## src/rtl/fixed_point_sqrt_seq_pkg.sv

```systemverilog
// Shared fixed-point definitions for the Q8.4 datapath and the sequential square-root unit.
package fxp_pkg;

  localparam int unsigned FXP_WIDTH = 12;
  localparam int unsigned FXP_FRAC  = 4;

  // One root bit is produced per iteration; the radicand carries FXP_FRAC extra zero bits.
  function automatic int unsigned sqrt_iter(input int unsigned width);
    return (width + FXP_FRAC) / 2;
  endfunction

  localparam int unsigned FXP_ITER  = sqrt_iter(FXP_WIDTH);
  localparam int unsigned FXP_RAD_W = FXP_WIDTH + FXP_FRAC;
  // The remainder never exceeds 2*root, so ITER+1 bits plus two shifted-in bits suffice.
  localparam int unsigned FXP_REM_W = FXP_ITER + 3;

  typedef enum logic [1:0] {
    IDLE,
    CALC,
    DONE
  } sqrt_state_e;

endpackage

```

## src/rtl/fixed_point_sqrt_seq_if.sv

```systemverilog
// Operand and result valid/ready handshakes of the square-root unit.
interface fixed_point_sqrt_seq_if #(
  parameter int unsigned WIDTH = fxp_pkg::FXP_WIDTH
) ();

  logic             in_valid;
  logic             in_ready;
  logic [WIDTH-1:0] in_a;
  logic             out_valid;
  logic             out_ready;
  logic [WIDTH-1:0] out_root;
  logic             out_err;

  // Producer/consumer side.
  modport master (
    output in_valid, in_a, out_ready,
    input  in_ready, out_valid, out_root, out_err
  );

  // Square-root unit side.
  modport slave (
    input  in_valid, in_a, out_ready,
    output in_ready, out_valid, out_root, out_err
  );

endinterface

```

## src/rtl/fixed_point_sqrt_seq_step.sv

```systemverilog
// One restoring square-root iteration: shift in two radicand bits, try subtracting (root<<2)|1.
module fxsqrt_step #(
  parameter int unsigned ITER  = 8,
  parameter int unsigned REM_W = ITER + 3
) (
  input  logic [REM_W-1:0] rem,
  input  logic [ITER-1:0]  root,
  input  logic [1:0]       rad_bits,
  output logic [REM_W-1:0] rem_next,
  output logic [ITER-1:0]  root_next
);

  localparam int unsigned EXT_W = REM_W + 2;

  logic [EXT_W-1:0] rem_shift;
  logic [EXT_W-1:0] trial;
  logic [EXT_W-1:0] diff;
  logic             unused_hi;

  // Trial subtraction; the bits dropped from rem_shift/diff are provably zero for in-range roots.
  always_comb begin
    rem_shift = {rem, rad_bits};
    trial     = {{(EXT_W - ITER - 2){1'b0}}, root, 2'b01};
    diff      = rem_shift - trial;
    if (rem_shift >= trial) begin
      rem_next  = diff[REM_W-1:0];
      root_next = {root[ITER-2:0], 1'b1};
    end else begin
      rem_next  = rem_shift[REM_W-1:0];
      root_next = {root[ITER-2:0], 1'b0};
    end
  end

  assign unused_hi = ^{diff[EXT_W-1:REM_W], rem_shift[EXT_W-1:REM_W], root[ITER-1]};

endmodule

```

## src/rtl/fixed_point_sqrt_seq.sv

```systemverilog
// Sequential Q8.4 square root, one result bit per clock, fixed 8-cycle latency.
// Optional build macro FXSQRT_ROUND_EN: round the root to nearest instead of truncating.
module fixed_point_sqrt_seq
  import fxp_pkg::*;
(
  input logic                   clk,
  input logic                   rst,
  fixed_point_sqrt_seq_if.slave bus
);

  localparam int unsigned WIDTH = FXP_WIDTH;
  localparam int unsigned ITER  = FXP_ITER;
  localparam int unsigned RAD_W = FXP_RAD_W;
  localparam int unsigned REM_W = FXP_REM_W;
  localparam int unsigned CNT_W = $clog2(ITER);

  sqrt_state_e      state_q, state_d;
  logic [CNT_W-1:0] cnt_q, cnt_d;
  logic [RAD_W-1:0] rad_q, rad_d;
  logic [REM_W-1:0] rem_q, rem_d;
  logic [ITER-1:0]  root_q, root_d;
  logic             err_q, err_d;
  logic [WIDTH-1:0] out_root_q, out_root_d;
  logic             out_err_q, out_err_d;

  logic [REM_W-1:0] step_rem;
  logic [ITER-1:0]  step_root;
  logic [ITER-1:0]  root_fin;

  fxsqrt_step #(
    .ITER  (ITER),
    .REM_W (REM_W)
  ) u_step (
    .rem       (rem_q),
    .root      (root_q),
    .rad_bits  (rad_q[RAD_W-1 -: 2]),
    .rem_next  (step_rem),
    .root_next (step_root)
  );

  // Final root after the last step, optionally rounded to nearest (cannot overflow ITER bits).
  always_comb begin
    root_fin = step_root;
`ifdef FXSQRT_ROUND_EN
    if (step_rem > {{(REM_W - ITER){1'b0}}, step_root}) begin
      root_fin = step_root + ITER'(1);
    end
`endif
  end

  // Next-state and datapath control.
  always_comb begin
    state_d    = state_q;
    cnt_d      = cnt_q;
    rad_d      = rad_q;
    rem_d      = rem_q;
    root_d     = root_q;
    err_d      = err_q;
    out_root_d = out_root_q;
    out_err_d  = out_err_q;
    case (state_q)
      IDLE: begin
        if (bus.in_valid) begin
          state_d = CALC;
          cnt_d   = CNT_W'(ITER - 1);
          rad_d   = {bus.in_a, {FXP_FRAC{1'b0}}};
          rem_d   = '0;
          root_d  = '0;
          err_d   = bus.in_a[WIDTH-1];
        end
      end
      CALC: begin
        rem_d  = step_rem;
        root_d = step_root;
        rad_d  = {rad_q[RAD_W-3:0], 2'b00};
        if (cnt_q == '0) begin
          state_d    = DONE;
          // Negative operands still run the full iteration count to keep latency fixed.
          out_root_d = err_q ? '0 : {{(WIDTH - ITER){1'b0}}, root_fin};
          out_err_d  = err_q;
        end else begin
          cnt_d = cnt_q - CNT_W'(1);
        end
      end
      DONE: begin
        if (bus.out_ready) begin
          state_d = IDLE;
        end
      end
      default: state_d = IDLE;
    endcase
  end

  // State register with synchronous reset; reset drops any in-flight result.
  always_ff @(posedge clk) begin
    if (rst) begin
      state_q    <= IDLE;
      cnt_q      <= '0;
      rad_q      <= '0;
      rem_q      <= '0;
      root_q     <= '0;
      err_q      <= 1'b0;
      out_root_q <= '0;
      out_err_q  <= 1'b0;
    end else begin
      state_q    <= state_d;
      cnt_q      <= cnt_d;
      rad_q      <= rad_d;
      rem_q      <= rem_d;
      root_q     <= root_d;
      err_q      <= err_d;
      out_root_q <= out_root_d;
      out_err_q  <= out_err_d;
    end
  end

  assign bus.in_ready  = (state_q == IDLE);
  assign bus.out_valid = (state_q == DONE);
  assign bus.out_root  = out_root_q;
  assign bus.out_err   = out_err_q;

endmodule
```

## src/flat_wrapper.sv

```systemverilog
// flat-port wrapper written by rule: the top's interface ports become plain ports
module fixed_point_sqrt_seq_flat import fxp_pkg::*;
  (clk, rst, bus_in_valid, bus_in_a, bus_out_ready, bus_in_ready, bus_out_valid, bus_out_root, bus_out_err);
  fixed_point_sqrt_seq_if bus_i ();
  input logic clk;
  input logic rst;
  input wire logic [$bits(bus_i.in_valid)-1:0] bus_in_valid;
  input wire logic [$bits(bus_i.in_a)-1:0] bus_in_a;
  input wire logic [$bits(bus_i.out_ready)-1:0] bus_out_ready;
  output wire logic [$bits(bus_i.in_ready)-1:0] bus_in_ready;
  output wire logic [$bits(bus_i.out_valid)-1:0] bus_out_valid;
  output wire logic [$bits(bus_i.out_root)-1:0] bus_out_root;
  output wire logic [$bits(bus_i.out_err)-1:0] bus_out_err;
  assign bus_i.in_valid = bus_in_valid;
  assign bus_i.in_a = bus_in_a;
  assign bus_i.out_ready = bus_out_ready;
  assign bus_in_ready = bus_i.in_ready;
  assign bus_out_valid = bus_i.out_valid;
  assign bus_out_root = bus_i.out_root;
  assign bus_out_err = bus_i.out_err;
  fixed_point_sqrt_seq u_core (.clk(clk), .rst(rst), .bus(bus_i));
endmodule
```

## config.mk

```make
export PLATFORM = sky130hd
export DESIGN_NAME = fixed_point_sqrt_seq_flat
export DESIGN_NICKNAME = d
export VERILOG_FILES = /design/src/rtl/fixed_point_sqrt_seq_pkg.sv /design/src/rtl/fixed_point_sqrt_seq_if.sv /design/src/rtl/fixed_point_sqrt_seq_step.sv /design/src/rtl/fixed_point_sqrt_seq.sv /design/src/flat_wrapper.sv
export SDC_FILE = /design/constraint.sdc
export NUM_CORES = 1
export LEC_CHECK = 0
export CORE_MARGIN = 2
export CORE_UTILIZATION = 40
export DETAILED_ROUTE_END_ITERATION = 16
export SYNTH_ARGS = -nofsm -noshare
export SYNTH_HDL_FRONTEND = slang
export SYNTH_SLANG_ARGS = --single-unit
```

## constraint.sdc

```tcl
create_clock -name clk -period 2.6 [get_ports clk]
set_input_delay 0.78 -clock clk [delete_from_list [all_inputs] [get_ports clk]]
set_output_delay 0.78 -clock clk [all_outputs]
set_load 0.005 [all_outputs]
```

# Word-level counts from Yosys, hierarchy flattened
# Index checks and enable logic that the tools add are counted.
# totals
register_bits	54
output_inout_bits	15
inputBits	16
elab_cells	41
# classes
add_sub_neg	2
n_eq_ne	6
reduce_logical	8
order_cmp	1
muxes	16
# ops
operator	count
16-bit one-hot mux with 2 select lines	1
11-bit two-way mux	2
11-bit one-hot mux with 2 select lines	1
16-bit two-way mux	1
8-bit two-way mux	2
8-bit one-hot mux with 2 select lines	1
13-bit by 10-bit greater-or-equal comparator with 1-bit output	1
11-bit by 10-bit subtractor with 11-bit output	1
2-bit two-way mux	3
3-bit two-way mux	2
2-bit inequality test, second input constant	3
2-bit one-hot mux with 3 select lines	1
3-bit one-hot mux with 2 select lines	1
2-bit AND reduction	3
3-bit AND reduction	2
3-bit logical NOT	1
3-bit by 1-bit subtractor with 3-bit output, second input constant	1
2-bit by 1-bit equality test with 1-bit output, second input constant	1
2-bit equality test, second input constant	1
2-bit logical NOT	1
2-bit by 1-bit inequality test with 1-bit output, second input constant	1
2-bit nonzero test	1
1-bit two-way mux	1

# Depth between registers and ports, before layout
# depth
word_depth	3
ltp_mapped	9
mapped_depth_nobuf	8

# Modules after synthesis
# From an unflattened synthesis, not the netlist that was laid out.
# hier_totals
hier_cells	309
area_unflattened_um2	2781.4
# modules_own_cells
mod	instances	cells_per_inst	area_each_um2	seq_area_each_um2
fixed_point_sqrt_seq	1	210	1998.2	920.9
fxsqrt_step	1	99	783.3	0.0

# Worst setup path after synthesis
# No wires, ideal clock.
# synth_timing
kind	register to register
from	register u_core.root_q[0]
to	register u_core.out_root_q[0] (netlist: u_core.bus.out_root[0])
path_buffers	1
stages_incl_launch_ff	10
t_required_ns	2.472
arrival_time_ns	1.848
synth_period_minus_slack_ns	1.975
setup_ns	0.128
path_slack_ns	0.625
cell_sequence	dfxtp_1 -> inv_1 -> ha_1 -> o211ai_1 -> o21ai_2 -> a221oi_4 -> buf_6 -> nor3_1 -> a21oi_1 -> nor2_1
# synth_via
elab_chain_cells	3
# synth_rtl
element	line_no	rtl
from (decl)	fixed_point_sqrt_seq.sv:21	logic [ITER-1:0] root_q, root_d;
from (signal assigned)	fixed_point_sqrt_seq.sv:110	root_q <= root_d;
13-bit by 10-bit greater-or-equal comparator with 1-bit output	fixed_point_sqrt_seq_step.sv:25	if (rem_shift >= trial) begin
1-bit two-way mux	fixed_point_sqrt_seq_step.sv:25	
8-bit two-way mux	fixed_point_sqrt_seq.sv:79	out_root_d = err_q ? '0 : {{(WIDTH - ITER){1'b0}}, root_fin};
to (signal assigned)	fixed_point_sqrt_seq.sv:112	out_root_q <= out_root_d;
to (decl)	fixed_point_sqrt_seq.sv:23	logic [WIDTH-1:0] out_root_q, out_root_d;
# No other way between the ends.
# A chain may end at the register's enable or synchronous reset.

# Worst setup path after layout
# layout_timing
from	register u_core.state_q[1]
to	output bus_out_valid
# layout_via
elab_chain_cells	1
# layout_rtl
element	line_no	rtl
from (decl)	fixed_point_sqrt_seq.sv:17	sqrt_state_e state_q, state_d;
from (signal assigned)	fixed_point_sqrt_seq.sv:106	state_q <= state_d;
2-bit equality test	fixed_point_sqrt_seq.sv:118	assign bus.out_valid = (state_q == DONE);
to (decl)	flat_wrapper.sv:11	output wire logic [$bits(bus_i.out_valid)-1:0] bus_out_valid;
# No other way between the ends.

==> flow_metrics.py <==
metrics = {
    "final_layout": {
        "insertedDiodeCount": 0,
        "area_delta_synth_final_pct": 18.43,
        "finalNetCount": 358,
        "fillers": 617,
        "drive_above_1_share_pct": 8.157,
    },
    "timing": {
        "fin_crit_sh_pct": 89.00,
        "max_freq_mhz": 432.1,
        "tightest_slew_ns": 0.7413,
        "setup_violations": 0,
        "timing.hold.ws_ns": 0.4580,
        "skew_ns": 0.006866,
        "hold_viol": 0,
        "fin_setup_tns_ns": 0,
        "relSlewSlack_pct": 50.40,
        "drv_slew": 0,
        "period_needed_ns": 2.314,
        "rsz0062_at_grt": "false",
    },
    "route": {
        "final_antenna_net_count": 0,
        "num_vias": 2103,
        "firstDrtPassIters": 4,
        "viasPerCell": 5.180,
        "routed_wl_um": 5154,
        "first_iter_violations": 149,
        "wl_per_cell_um": 12.69,
        "drc": 0,
    },
    "floorplan": {
        "die_area_sq_mm": 0.006625,
        "row_count": 28,
        "core_sq_mm": 0.005851,
        "die_h_um": 81.40,
        "io_pins": 31,
        "die_w_um": 81.40,
        "start_util_pct": 40.95,
    },
    "clock_tree": {
        "clk_latency_ns": 0.30,
        "cts_buffer_depth": 2,
        "numCtsBuffers": 5,
        "cts_tree": "built",
        "path_clk_slew_ns": 0.09,
        "ctsResizeCount": 0,
        "cts.sinks": 46,
        "cts_root_buf": "clkbuf_8",
        "cts_htree_levels": 2,
        "holdBufCountCts": 0,
        "post_cts_buffers": 0,
    },
    "synthesis": {
        "synth_area_sq_mm": 0.002396,
        "yosysMostFrequentCell": "nor2_1",
        "synth_commonest_cells": "nor2_1 (47), dfxtp_1 (46), nand2_1 (38), a21oi_1 (29), inv_1 (16)",
        "async_flop_share_pct": 0,
        "yosys_warnings": 0,
        "synthFlopType": "dfxtp_1",
        "synth-edff-count": 0,
        "ys_ff_latch": 46,
        "synth_top_area_share_pct": 38.43,
        "synth.largest_area_cell": "dfxtp_1",
        "synthDistinctLibCells": 45,
        "postSynthAreaPerCell_sq_um": 7.882,
        "yosysSeqAreaShare_pct": 38.43,
        "synth_cells": 304,
        "synth.top_cells.by_area": "dfxtp_1 (38%), nor2_1 (7.4%), ha_1 (6.3%)",
    },
    "hold_path": {
        "min_from": "u_core.bus.out_err",
        "hold_depth": 2,
        "min_to": "u_core.bus.out_err",
        "min_path_type": "flip-flop to flip-flop",
    },
    "grt": {
        "busiest_layer": "met2",
        "grt_pass1_vias": 1936,
        "grt_util_met2_pct": 28.85,
        "gr-usage-met3_pct": 4.111,
        "grt-ovfl-total": 0,
        "antenna_found_initial": 0,
        "grt_use_total_pct": 17.42,
        "use_met1_pct": 22.65,
        "grt_pass1_wl_um": 8928,
        "grt_max_degree": 18,
    },
    "critical_path": {
        "reg2reg_from": "u_core.root_q[0]",
        "crit_slowest_cell": "clkdlybuf4s50_1",
        "path_class": "flip-flop to primary output",
        "r2r_slack_ns": 0.39,
        "cp_max_fo": 10,
        "r2r_end": "u_core.rem_q[7]",
        "start_kind": "flip-flop",
        "max_stage_delay_ns": 0.52,
        "rr_worst_depth": 8,
        "path_cells": "nor2b_1 -> clkdlybuf4s50_1",
        "required_ns": 1.82,
        "setup.worst_path.end_class": "primary output",
        "crit_arrival_ns": 1.53,
    },
    "outcome": {
        "status": "finished, final reports clean",
    },
    "placement": {
        "dp_hpwl_um": 3862,
        "place.gp.congestion": 0.8414,
        "io_buffers": 26,
    },
    "pwr": {
        "peakVddDrop_mv": 0.7158,
        "power_density_mw_per_mm2": 1299,
        "p_leak_nw": 1.106,
    },
    "run": {
        "max_cap_viol_count": 0,
    },
}
state kept, by name (all words and copies together) (netlist names):
signal and count:
u_core.bus.out_err 1, u_core.rem_q 11, u_core.rad_q 12, u_core.cnt_q 3, u_core.state_q 2, u_core.err_q 1
u_core.root_q 8, u_core.bus.out_root 8
kinds of logic after synthesis:
kind of cell	share of synthesized area (%)
muxes	1.723
adders and majority gates	6.266
buffers and inverters	7.050
and+or+nand+nor	21.78
other	0.1565
DFF	38.43
xor gates and xnor gates	2.193
AOI/OAI and AO/OA	22.40
worst max path at each step:
stage / from / to / slack (ns) / cells after the start
floorplan: u_core.root_q[0] / u_core.bus.out_root[0] / 0.62 / 9
global placement: bus_in_valid / u_core.rem_q[8] / 0.29 / 6
detailed placement: bus_in_valid / u_core.rem_q[8] / 0.25 / 6
CTS: u_core.state_q[1] / bus_out_valid / 0.26 / 2
global route: u_core.state_q[1] / bus_out_valid / 0.16 / 2
finish: u_core.state_q[1] / bus_out_valid / 0.29 / 2
placed cells by master (no fill, tap or decap), types with 5 or more instances in the layout:
cell type / n
a21oi_1: 29
a22oi_1: 7
a311oi_1: 10
buf_4: 12
clkbuf_8: 6
clkdlybuf4s50_1: 26
dfxtp_1: 46
ha_1: 12
inv_1: 16
nand2_1: 38
nor2_1: 47
nor2b_1: 8
nor3_1: 12
o21ai_1: 11
xnor2_1: 5
layer usage:
metal	part of all wire [%]	vias up
met5	0	-
li1	-	1091
met4	0.89	0
met2	46	40
met1	50	967
met3	3.7	5
critical path: cells and delay by family (launching register included):
kind | cells | cell delay, ns
buf+inv | 1 | 0.52
flops | 1 | 0.49
simple gates | 1 | 0.22
power breakdown:
| part | internal, W | total (W) | switching, W |
|---|---|---|---|
| clock | 0.000220 | 0.000471 | 0.000251 |
| sequential | 0.000833 | 0.000938 | 0.000105 |
| combinational | 0.00102 | 0.00228 | 0.00125 |
per-stage QoR:
step	area (sq um)	worst slack (ns)	total power (W)	util, %	cells
6_report	2838	0.2859	0.003685	48.50	406
5_1_grt	2838	0.1618	0.004052	48.50	406
4_1_cts	2838	0.2572	0.003721	48.50	406
3_5_place_dp	2743	0.2472	0.003237	46.88	398
3_3_place_gp	2743	0.2908	0.003239	46.88	398
2_1_floorplan	2407	0.6248	0.002744	-	307
area by class of cell:
cell class              instances  area (sq um)  area share [%]
clock inverters                 1         8.758          0.3086
clock buffers                   7         86.33           3.042
repair buffers                 38         350.3           12.35
well taps                      75         93.84           3.307
inverters                      16         60.06           2.116
multi-input cells             223          1318           46.43
flip-flops and latches         46         920.9           32.45
(Power assumes the default switching activity.)
==> edit 1: new RTL, same settings <==
Build with the macro `FXSQRT_ROUND_EN` defined.
--- a/src/rtl/fixed_point_sqrt_seq.sv
+++ b/src/rtl/fixed_point_sqrt_seq.sv
@@ -1,5 +1,7 @@
 // Sequential Q8.4 square root, one result bit per clock, fixed 8-cycle latency.
 // Optional build macro FXSQRT_ROUND_EN: round the root to nearest instead of truncating.
+`define FXSQRT_ROUND_EN
+
 module fixed_point_sqrt_seq
   import fxp_pkg::*;
 (
Function: changed (Yosys sat finds a counterexample within 10 cycles, from zero or initial values and one cycle with rst high).
==> edit 1 against the original RTL <==
- highest routed layer unchanged
- setup slack got worse by 1.4 ns
- count of clock-buffer cells in the layout is the same
- critical path type is now reg2reg
- wire length up 53%
- synthesized area is 18% higher
- cell area up 43%
- the flow now finishes with violations (negative setup slack)
- sequential cell count did not move
Power is not shown: default switching activity piles up to over one toggle a cycle in this logic, so the estimate is an artifact.
==> edit 1: results (changes against the original RTL) <==
| Metric | Value |
|---|---|
| Status | finished, violations left (was completed) |
| Violated checks | negative setup slack |
| Hold EP | u_core.bus.out_err (unchanged) |
| Root buf cell | clkbuf_8 (unchanged) |
| DR DRC count | 0 (unchanged) |
| CP Max Fanout | 14 (was 10) |
| Worst reg2reg setup slack | -1.10 ns (was 0.39 ns) |
| Placement Setup Slack | -1.25 ns (was 0.247 ns) |
| Post-synth top cells | nor2_1, dfxtp_1, nand2_1 (unchanged) |
| Yosys Warn Count | 0 (unchanged) |
| Total CTS buffers | 5 (unchanged) |
| DRT Pass-1 Iters | 4 (unchanged) |
| CP Data Arrival Time | 3.95 ns (was 1.53 ns) |
| Netlist cell types | 54 (was 45) |
| Worst R2R End | u_core.bus.out_root[2] (was u_core.rem_q[7]) |
| Routed length on met2 | 3890 um (was 2360 um) |
| Most flops, register | u_core.rad_q (unchanged) |
| Via count | 2,909 (was 2,103) |
| Vias in the first global route | 2,840 (was 1,936) |
| Largest net degree at the start of global routing | 30 (was 18) |
| Routed met3 length | 362 um (was 189 um) |
| Register area share after synthesis | 0.325 (was 0.384) |
| RePlAce Congestion | 0.847 (was 0.841) |
| Share of cells above drive strength 1 | 0.296 (was 0.0816) |
| DP HPWL | 5690 um (was 3860 um) |
| Met1 Usage GRT | 0.269 (was 0.227) |
| WS Path Type | reg2reg (was reg2out) |
| Beginning of the worst hold path | u_core.bus.out_err (unchanged) |
| First DRT Iteration DRCs | 128 (was 149) |
| # nets final | 488 (was 358) |
| Area post-placement | 3780 um^2 (was 2740 um^2) |
| CTS H-tree depth | 2 (unchanged) |
| Worst Tran Pin Value | 0.804 ns (was 0.741 ns) |
| Final WS setup | -1.10 ns (was 0.286 ns) |
| M3 GR Usage | 0.0382 (was 0.0411) |
| First-pass GRT wire length | 13,300 um (was 8930 um) |
| Endpoints failing setup | 8 (was 0) |
| Setup Skew | 0.0103 ns (was 0.00687 ns) |
| Total track usage | 0.216 (was 0.174) |
| CP Launch Point | u_core.root_q[2] (was u_core.state_q[1]) |
| Reg2Reg Depth | 18 (was 8) |
| WL/cell | 14.4 um (was 12.7 um) |
| Met2 track demand over resource | 0.386 (was 0.289) |
| Fraction of registers with async set/reset | 0 (unchanged) |
| Met1 WL | 3460 um (was 2560 um) |
| Top cells by area, synth | dfxtp_1, ha_1, nor2_1, nand2_1, a22oi_1 (was dfxtp_1, nor2_1, ha_1, a21oi_1, nand2_1) |
-- edit 1: cell types whose count changed in the layout (fill, tap and decap cells not counted), moves of 8 or more --
cell and change:
o21ai_1 -8, nor3_1 -11, a21oi_1 -11, a22oi_1 +10
buf_4 +68
-- edit 1: timing repair --
action,in CTS,in global routing
endpoints found under the setup margin,10,12
setup buffers,7,2
pin swaps,11,2
hold endpoints to repair,0,0
resized for setup,20,6
-- edit 1: layout make-up --
cell class / instances / area (um^2)
Fill cell: 635 / 2760
Multi-Input combinational cell: 273 / 1940
Sequential cell: 46 / 932
Timing Repair Buffer: 109 / 903
Tap cell: 96 / 120
Clock buffer: 7 / 86.3
Inverter: 16 / 60.1
Clock inverter: 1 / 30.0
-- edit 1: logic make-up after synthesis --
group / synth area share
xor+xnor: 0.0185
buf+inv: 0.0626
flops: 0.325
other cells: 0.00132
compound gates: 0.245
mux: 0.0185
simple gates: 0.237
fa+ha+maj: 0.0926
-- edit 1: critical path, stage by stage (launching register included) --
cell and delay (ns):
dfxtp_2 0.33, inv_1 0.08, ha_2 0.20, or3_4 0.41, o221ai_4 0.23, o221ai_4 0.16
buf_6 0.15, buf_4 0.12, a21oi_2 0.16, ha_1 0.27, and2_4 0.15, nand4_1 0.12
nor2_1 0.07, mux2_4 0.28, o21ai_4 0.19, nor3b_4 0.07, buf_12 0.15, or4_4 0.42
nand3_2 0.08
-- edit 1: through the flow --
stage	TNS, ns	hold slack [ns]	std cells
6_report	-8.63	0.457	548
4_1_cts	-8.58	0.460	546
5_1_grt	-9.70	0.489	548
2_1_floorplan	-8.76	0.438	359
3_5_place_dp	-9.89	0.448	533
3_3_place_gp	-9.44	0.448	533
==> edit 2: new RTL, same flow settings <==
Without the edit above. Make the reset (`rst`) asynchronous in one clocked block. Comments in the files are not updated.
--- a/src/rtl/fixed_point_sqrt_seq.sv
+++ b/src/rtl/fixed_point_sqrt_seq.sv
@@ -92,7 +92,7 @@
   end
 
   // State register with synchronous reset; reset drops any in-flight result.
-  always_ff @(posedge clk) begin
+  always_ff @(posedge clk or posedge rst) begin
     if (rst) begin
       state_q    <= IDLE;
       cnt_q      <= '0;
Function: differs if rst is asserted again (counterexample within 4 cycles, from zero or initial values and one cycle with rst high); with rst held inactive, the same outputs for 10 cycles.
==> edit 2 against the original RTL <==
- total power is 7.0% higher
- setup slack gained 0.085 ns
- cell area grew 0.97%
- wire length shrank 3.8%
- via count is 14% lower
- synthesized cell count decreased by 18%
- maximum frequency grew 3.8%
- count of clock-buffer cells in the layout is 1 lower
- clock skew fell by 0.0029 ns
- sequential cell count unchanged
- synthesized area grew 1.4%
- critical endpoint is now u_core.rem_q[7]
- highest routed layer unchanged
==> edit 2: results (changes against the original RTL) <==
| Metric | Value |
|---|---|
| Total track usage | 0.165 (was 0.174) |
| Lkg Pwr | 1.29 nW (was 1.11 nW) |
| Post-route clock period utilization | 0.858 (was 0.890) |
| Status | completed (unchanged) |
| Post-synth top cells | dfrtp_1, nand2_1, o21ai_0 (was nor2_1, dfxtp_1, nand2_1) |
| First-pass GRT wire length | 8530 um (was 8930 um) |
| Worst hold path depth | 1 (was 2) |
| Share of cells above drive strength 1 | 0.0727 (was 0.0816) |
| Dpl cells | 343 (was 398) |
| Fraction of registers with async set/reset | 1.00 (was 0) |
| Hold EP | u_core.cnt_q[0] (was u_core.bus.out_err) |
| Via density | 5.17 (was 5.18) |
| Slowest stage delay, CP | 0.37 ns (was 0.52 ns) |
| Final hold slack | 0.468 ns (was 0.458 ns) |
| Placement Setup Slack | 0.381 ns (was 0.247 ns) |
| Largest net degree at the start of global routing | 42 (was 18) |
| # nets final | 303 (was 358) |
| First DRT Iteration DRCs | 79 (was 149) |
| Top cells by area, synth | dfrtp_1, mux2i_1, ha_1, nand2_1, o21ai_0 (was dfxtp_1, nor2_1, ha_1, a21oi_1, nand2_1) |
| Setup Skew | 0.00394 ns (was 0.00687 ns) |
| Netlist cell types | 44 (was 45) |
| RR Startpoint | u_core.root_q[0] (unchanged) |
| Crit-path leading delay family | compound AO/OA/AOI/OAI gates (was buffers and inverters) |
| Cells after Synth | 249 (was 304) |
| WL/cell | 14.2 um (was 12.7 um) |
| DP HPWL | 3570 um (was 3860 um) |
| Worst rel slew slack | 0.522 (was 0.504) |
| Area post-placement | 2790 um^2 (was 2740 um^2) |
| RePlAce Congestion | 0.851 (was 0.841) |
edit 2: cell count changes in the layout (fill, tap and decap cells not counted), moves of 13 or more:
cell / delta
dfrtp_1: +46
dfxtp_1: -46
nor2_1: -35
o21ai_0: +23
a21oi_1: -19
mux2i_1: +13
edit 2: metal layers:
layer | GRT usage | wire, um | vias to the layer above
met4 | 0.0300 | 38 | 0
met1 | 0.226 | 2400 | 863
met3 | 0.0341 | 134 | 5
met2 | 0.273 | 2380 | 27
li1 | - | - | 916
met5 | 0 | 0 | -
edit 2: worst max path at each step:
stage / from / to / slack [ns] / cells past startpoint
after global placement: u_core.root_q[0] / u_core.rem_q[9] / 0.44 / 8
after CTS: u_core.root_q[0] / u_core.rem_q[9] / 0.36 / 8
after floorplan: u_core.root_q[0] / u_core.rem_q[7] / 0.57 / 8
after global routing: u_core.root_q[0] / u_core.rem_q[9] / 0.20 / 8
final: u_core.root_q[0] / u_core.rem_q[7] / 0.37 / 8
after detailed placement: u_core.root_q[0] / u_core.rem_q[9] / 0.38 / 8
edit 2: area by class of cell:
class	instances	area (um^2)	share of cell area
clock inverters	1	7.51	0.00262
flip-flops and latches	46	1150	0.402
well taps	75	93.8	0.0328
multi-input cells	178	1170	0.409
clock buffers	6	72.6	0.0253
repair buffers	30	315	0.110
inverters	14	52.6	0.0183
edit 2: power by group through the flow:
stage                     clock [mW]  combinational (mW)  sequential, mW
after floorplan                    0                1.71            1.22
after global placement             0                2.21            1.29
after detailed placement           0                2.24            1.30
after CTS                      0.437                2.26            1.29
after global routing           0.461                2.54            1.33
final                          0.416                2.24            1.28
edit 2: kinds of logic after synthesis:
kind of cell,share of synthesized area
simple gates,0.118
xor+xnor,0.0288
flops,0.474
fa+ha+maj,0.0618
buf+inv,0.0499
other cells,0.00154
mux,0.0752
compound gates,0.191
